[config.mk]
export PLATFORM = sky130hd
export DESIGN_NAME = up_down_counter4
export DESIGN_NICKNAME = d
export VERILOG_FILES = /design/src/rtl/up_down_counter4_pkg.sv /design/src/rtl/up_down_counter4.sv
export SDC_FILE = /design/constraint.sdc
export NUM_CORES = 1
export LEC_CHECK = 0
export ABC_AREA = 1
export CAP_MARGIN = 20
export CORE_AREA = 2 2 39 41
export DETAILED_ROUTE_END_ITERATION = 12
export DIE_AREA = 0 0 41 43
export PLACE_DENSITY = 0.54
export SLEW_MARGIN = 5
export SYNTH_ARGS = -nofsm -noshare
export SYNTH_HDL_FRONTEND = slang
export SYNTH_SLANG_ARGS = --single-unit
[constraint.sdc]
create_clock -name clk -period 3.4 [get_ports clk]
set_clock_uncertainty 0.2 [all_clocks]
set_input_delay 0.51 -clock clk [delete_from_list [all_inputs] [get_ports clk]]
set_output_delay 0.51 -clock clk [all_outputs]
set_load 0.05 [all_outputs]
[src/rtl/up_down_counter4_pkg.sv]
// Shared constants and types for the loadable up/down counter.
package up_down_counter4_pkg;

  localparam int unsigned COUNT_W = 4;

  typedef logic [COUNT_W-1:0] count_t;

endpackage : up_down_counter4_pkg

[src/rtl/up_down_counter4.sv]
// Loadable up/down binary counter, WIDTH bits, wrapping modulo 2^WIDTH.
module up_down_counter4
  import up_down_counter4_pkg::*;
#(
  parameter int unsigned WIDTH = COUNT_W
) (
  input  logic             clk,
  input  logic             rst_n,
  input  logic             enable,
  input  logic             up_down,
  input  logic             load,
  input  logic [WIDTH-1:0] data_in,
  output logic [WIDTH-1:0] count
);

  // Load outranks stepping; up_down=1 steps down.
  always_ff @(posedge clk or negedge rst_n) begin
    if (!rst_n) begin
      count <= '0;
    end else if (load) begin
      count <= data_in;
    end else if (enable) begin
      if (up_down) begin
        count <= count - 1'b1;
      end else begin
        count <= count + 1'b1;
      end
    end
  end

endmodule : up_down_counter4

==> impl_metrics.csv, run 1 <==
group,metric,value,unit
worst_setup_path,cp_top_family,"buffers and inverters",
worst_setup_path,required,2.69,ns
worst_setup_path,crit_type,"reg2out",
yosys,syn_nets,50,
yosys,netlist_instances,38,
floorplanning,die_w,41,um
cts,cts_buffer_depth,2,
sta,tightest_slew,0.4995,ns
sta,post-route-period-util,0.6417,
cts,cts_tree,"built",
layout,layout_common_cells,"12 x nand2_1, 12 x clkdlybuf4s50_1, 7 x inv_1",
worst_setup_path,path_cells,"clkdlybuf4s50_1",
detailed_routing,post_drt_wl_per_cell,9.261,um
layout,fillers,162,
floorplanning,start_util,0.2080,
yosys,seq_area_frac_synth,0.3478,
global_routing,antenna_found_initial,0,
yosys,synth.ff_latch_count,4,
layout,largest_reg_flops,4,
global_routing,grt_max_degree,7,
cts,cts-buffers-inserted,3,
sta,slew_headroom,0.6660,
sta,min_period,2.182,ns
cts,cts.sinks,4,
detailed_routing,via_per_inst,4.232,
detailed_routing,drt_iter0_drc,0,
yosys,avgSynthCellArea,7.573,um^2
worst_setup_path,critPathMaxFanout,5,
floorplanning,ioPinCount,13,
floorplanning,coreArea,1384,um^2
pwr,power,0.2028,mW
cts,postCtsHoldBufs,0,
floorplanning,die_h,43,um
layout,areaGrowthSynthToFinish,56.52,%
pwr,p_leak,0.2172,nW
run,drv_cap,0,
placed_design,portBuffers,12,
worst_setup_path,max_stage_delay,0.83,ns
global_routing,overflow,0,
layout,nNetsFinal,67,
detailed_routing,ant_nets,0,
global_routing,grt_usage,0.09818,
layout,largest_register,"count",
floorplanning,dieArea,1763,um^2
sta,fin_tns_setup,0,ns
global_routing,grt_pass1_vias,305,
cts,post-cts-setup-buffers,0,
layout,reg.largest.list,"count (4)",
cts,h-tree-depth,1,
cts,clk_pin_slew,0.04,ns
yosys,synth_area,287.8,um^2
yosys,ys_types,12,
cts,clkLatencyLatePin,0.23,ns
cts,ctsResizeCount,0,
detailed_routing,firstDrtPassIters,1,
sta,rsz0062_at_grt,"no",
placed_design,dp_hpwl,564.2,um
worst_setup_path,crit_arrival,1.47,ns
pwr,power_density,450.2,nW/um^2
sta,setup_viol,0,
layout,n_antenna_cell,0,
pwr,vdd_ir_drop_max,0.0001328,V
floorplanning,num_rows,14,
detailed_routing,drc,0,
cts,cts_root_buf,"clkbuf_4",
detailed_routing,via_count,292,
detailed_routing,routed_wl,639,um
outcome,status,"completed",
worst_hold_path,hold_class,"in2async",
sta,hold_violations,0,
layout,drive_gt1_frac,0.05660,
worst_setup_path,critPathCaptureType,"output port",
worst_setup_path,worst-path-buf-inv,1,
worst_setup_path,crit_path_start_kind,"flop",
placed_design,place_congestion,0.7603,
global_routing,grt_pass1_wl,1.166,mm
worst_setup_path,slowest_stage,"clkdlybuf4s50_1",
sta,report.final.slew_viol_count,0,
sta,max_freq,0.4583,GHz
yosys,ys_warn_count,0,
==> logic make-up (layout without fill, tap and decap cells) <==
group,Yosys count,in the layout,share of synthesized area
fa+ha+maj,3,3,0.1565
compound gates,5,5,0.1217
flops,4,4,0.3478
simple gates,18,18,0.2522
xor+xnor,1,1,0.03044
buf+inv,7,22,0.09132
==> cells in the mapped netlist (all sizes together) <==
library cell	count	share of area
fa	1	0.070
inv	7	0.091
xor2	1	0.030
nand2	12	0.16
or2	1	0.022
ha	2	0.087
o21ai	1	0.017
a22oi	2	0.052
dfrtp	4	0.35
o211ai	2	0.052
nor2	3	0.039
nand3	2	0.035
==> layer usage <==
| layer | track usage | vias up | routed length [um] |
|---|---|---|---|
| li1 | - | 151 | - |
| met1 | 0.1320 | 137 | 264 |
| met2 | 0.1406 | 4 | 354 |
| met3 | 0.01571 | 0 | 20 |
| met4 | 0.06000 | 0 | 0 |
| met5 | 0 | - | 0 |
==> path summary, 6_finish.rpt <==
path,startpoint,end,slack [ns],cells past startpoint
worst max-delay path,count[0],count[0],1.22,1
worst min-delay path,rst_n,count[2],0.28,1
worst max register to register,count[2],count[3],1.91,6
worst min register to register,count[2],count[2],0.37,2
max in group asynchronous,rst_n,count[3],2.56,1
min in group clk,count[2],count[2],0.37,2
==> area by class of cell <==
type | instances | area, um^2 | share of cell area
tap | 16 | 20.02 | 0.04444
timing repair buffer | 12 | 120.1 | 0.2667
clock buffer | 3 | 22.52 | 0.05000
multi-input combinational | 27 | 161.4 | 0.3583
sequential | 4 | 100.1 | 0.2222
inverter | 7 | 26.28 | 0.05833
==> metrics by stage <==
stage	utilization	hold WS (ns)	worst slack, ns	cell area, um^2	cells
finish	0.3255	0.2795	1.218	450.4	69
global route	0.3255	0.3020	1.177	450.4	69
CTS	0.3255	0.2799	1.207	450.4	69
detailed placement	0.3092	0.3723	1.274	427.9	66
global placement	0.3092	0.3661	1.289	427.9	66
floorplan	-	0.01441	1.701	287.8	38
==> power by group <==
part           switching, mW  total (mW)  internal [mW]
clock                 0.0177      0.0570         0.0394
combinational         0.0491      0.0839         0.0348
sequential           0.00740      0.0619         0.0545
(Power assumes the default switching activity.)
==> inputs of run 2 (changes only) <==
--- a/config.mk
+++ b/config.mk
@@ -10,7 +10,7 @@
 export CORE_AREA = 2 2 39 41
 export DETAILED_ROUTE_END_ITERATION = 12
 export DIE_AREA = 0 0 41 43
-export PLACE_DENSITY = 0.54
+export PLACE_DENSITY = 0.56
 export SLEW_MARGIN = 5
 export SYNTH_ARGS = -nofsm -noshare
 export SYNTH_HDL_FRONTEND = slang
==> constraint.sdc (replaced) <==
create_clock -name clk -period 1.7 [get_ports clk]
set_clock_uncertainty 0.2 [all_clocks]
set_input_delay 0.255 -clock clk [delete_from_list [all_inputs] [get_ports clk]]
set_output_delay 0.255 -clock clk [all_outputs]
set_load 0.05 [all_outputs]
==> run 2 against run 1 <==
Against the previous run: final area up 14%; global-route usage up 0.61 points; combinational power rose to 2.5 times the previous value; critical path depth up 4; sequential share of layout area down 2.7 points; die area unchanged.
==> impl_metrics.csv, run 2 (synthesized netlist as in run 1, its figures left out) <==
group,metric,value,unit
global_routing,antenna_found_initial,0,
worst_setup_path,crit_type,"in2reg",
cts,cts-buffers-inserted,3,
detailed_routing,routed_wl,664,um
worst_setup_path,critPathCaptureType,"flop",
cts,clk_pin_slew,0.04,ns
pwr,vdd_ir_drop_max,0.0004045,V
cts,ctsResizeCount,0,
sta,hold_violations,0,
global_routing,grt_pass1_vias,295,
global_routing,overflow,0,
placed_design,pre_cts_slack,-0.1695,ns
detailed_routing,firstDrtPassIters,4,
worst_setup_path,crit_arrival,1.52,ns
placed_design,dp_hpwl,601.8,um
layout,mostFrequentLayoutCell,"nand2_1",
layout,largest_register,"count",
layout,reg.largest.list,"count (4)",
layout,n_antenna_cell,0,
layout,nNetsFinal,70,
cts,clkLatencyLatePin,0.23,ns
pwr,p_leak,0.2531,nW
cts,cts_tree,"built",
floorplanning,coreArea,1384,um^2
cts,cts_root_buf,"clkbuf_4",
placed_design,dpl_cell_area,490.5,um^2
detailed_routing,drc,0,
layout,multi_input_area,161.4,um^2
outcome,status,"completed",
placed_design,place_congestion,0.7583,
pwr,power_density,885.0,nW/um^2
cts,post-cts-setup-buffers,0,
cts,postCtsHoldBufs,0,
layout,layoutNonFillerInstCount,72,
cts,cts_buffer_depth,2,
global_routing,grt_usage,0.1043,
worst_setup_path,required,1.61,ns
layout,seq_area,100.1,um^2
floorplanning,num_rows,14,
floorplanning,dieArea,1763,um^2
worst_setup_path,crit_path_start_kind,"input port",
detailed_routing,post_drt_wl_per_cell,9.222,um
layout,areaGrowthSynthToFinish,78.26,%
floorplanning,die_w,41,um
placed_design,portBuffers,12,
floorplanning,die_h,43,um
worst_setup_path,critPathMaxFanout,3,
layout,drive_gt1_frac,0.1786,
run,drv_cap,0,
placed_design,dp.cells,69,
detailed_routing,via_count,297,
layout,layout_common_cells,"12 x nand2_1, 8 x clkdlybuf4s50_1, 7 x inv_1",
floorplanning,start_util,0.2080,
sta,tightest_slew,0.2269,ns
sta,post-route-period-util,0.9479,
layout,largest_reg_flops,4,
sta,slew_headroom,0.8481,
layout,stdcell_area,513.0,um^2
sta,min_period,1.611,ns
detailed_routing,ant_nets,0,
layout,fillers,147,
sta,fin_ws,0.08852,ns
layout,post-route-util,0.3707,
cts,cts.sinks,4,
worst_hold_path,hold_class,"in2async",
sta,report.final.slew_viol_count,0,
pwr,power,0.4540,mW
detailed_routing,drt_iter0_drc,5,
sta,setup_viol,0,
global_routing,grt_max_degree,7,
detailed_routing,via_per_inst,4.125,
cts,h-tree-depth,1,
sta,max_freq,0.6205,GHz
sta,rsz0062_at_grt,"no",
floorplanning,ioPinCount,13,
global_routing,grt_pass1_wl,1.200,mm
-- run 2: cell types whose count changed in the layout (fill, tap and decap cells not counted), sizes merged --
cell           change
buf                +7
clkdlybuf4s50      -4
-- run 2: final timing paths --
path | to | cells after the start | slack [ns] | start
setup / recovery | count[2] | 5 | 0.09 | up_down
hold / removal | count[2] | 1 | 0.02 | rst_n
setup reg to reg | count[3] | 6 | 0.22 | count[2]
hold reg to reg | count[2] | 2 | 0.41 | count[2]
max in group asynchronous | count[0] | 1 | 1.11 | rst_n
min in group clk | count[2] | 2 | 0.41 | count[2]
-- run 2: layout make-up --
cell class | count | share of cell area
tap | 16 | 0.03902
clock buffer | 3 | 0.04390
sequential | 4 | 0.1951
timing repair buffer | 15 | 0.3561
inverter | 7 | 0.05122
multi-input combinational | 27 | 0.3146
-- run 2: where the power goes --
| group | internal, mW | total [mW] | switching, mW |
|---|---|---|---|
| combinational | 0.107 | 0.212 | 0.105 |
| sequential | 0.109 | 0.127 | 0.0184 |
| clock | 0.0787 | 0.114 | 0.0355 |
-- run 2: per-layer routing --
layer,part of all wire,track usage,routed length (um),up-vias
met1,0.41,0.1386,272,137
met5,0,0,0,-
met4,0,0.02000,0,0
met3,0.042,0.06283,28,0
li1,-,-,-,156
met2,0.55,0.1438,364,4
-- run 2: stage by stage --
stage	TNS (ns)	hold slack, ns
after CTS	0	0.02255
final	0	0.02339
after global routing	0	0.03126
after floorplan	0	-0.2406
after detailed placement	-0.4345	0.2704
after global placement	-0.3423	0.2734
-- run 2: critical path, stage by stage --
cell and delay (ns):
clkdlybuf4s50_1 0.50, inv_1 0.08, fa_1 0.43, xor2_1 0.17
o21ai_1 0.08
==> inputs of run 3 (changes only) <==
--- a/config.mk
+++ b/config.mk
@@ -11,7 +11,7 @@
 export DETAILED_ROUTE_END_ITERATION = 12
 export DIE_AREA = 0 0 41 43
 export PLACE_DENSITY = 0.56
-export SLEW_MARGIN = 5
+export SLEW_MARGIN = 20
 export SYNTH_ARGS = -nofsm -noshare
 export SYNTH_HDL_FRONTEND = slang
 export SYNTH_SLANG_ARGS = --single-unit
==> results of run 3 <==
Same layout as run 2: the final DEF is identical, and so are final timing and power.
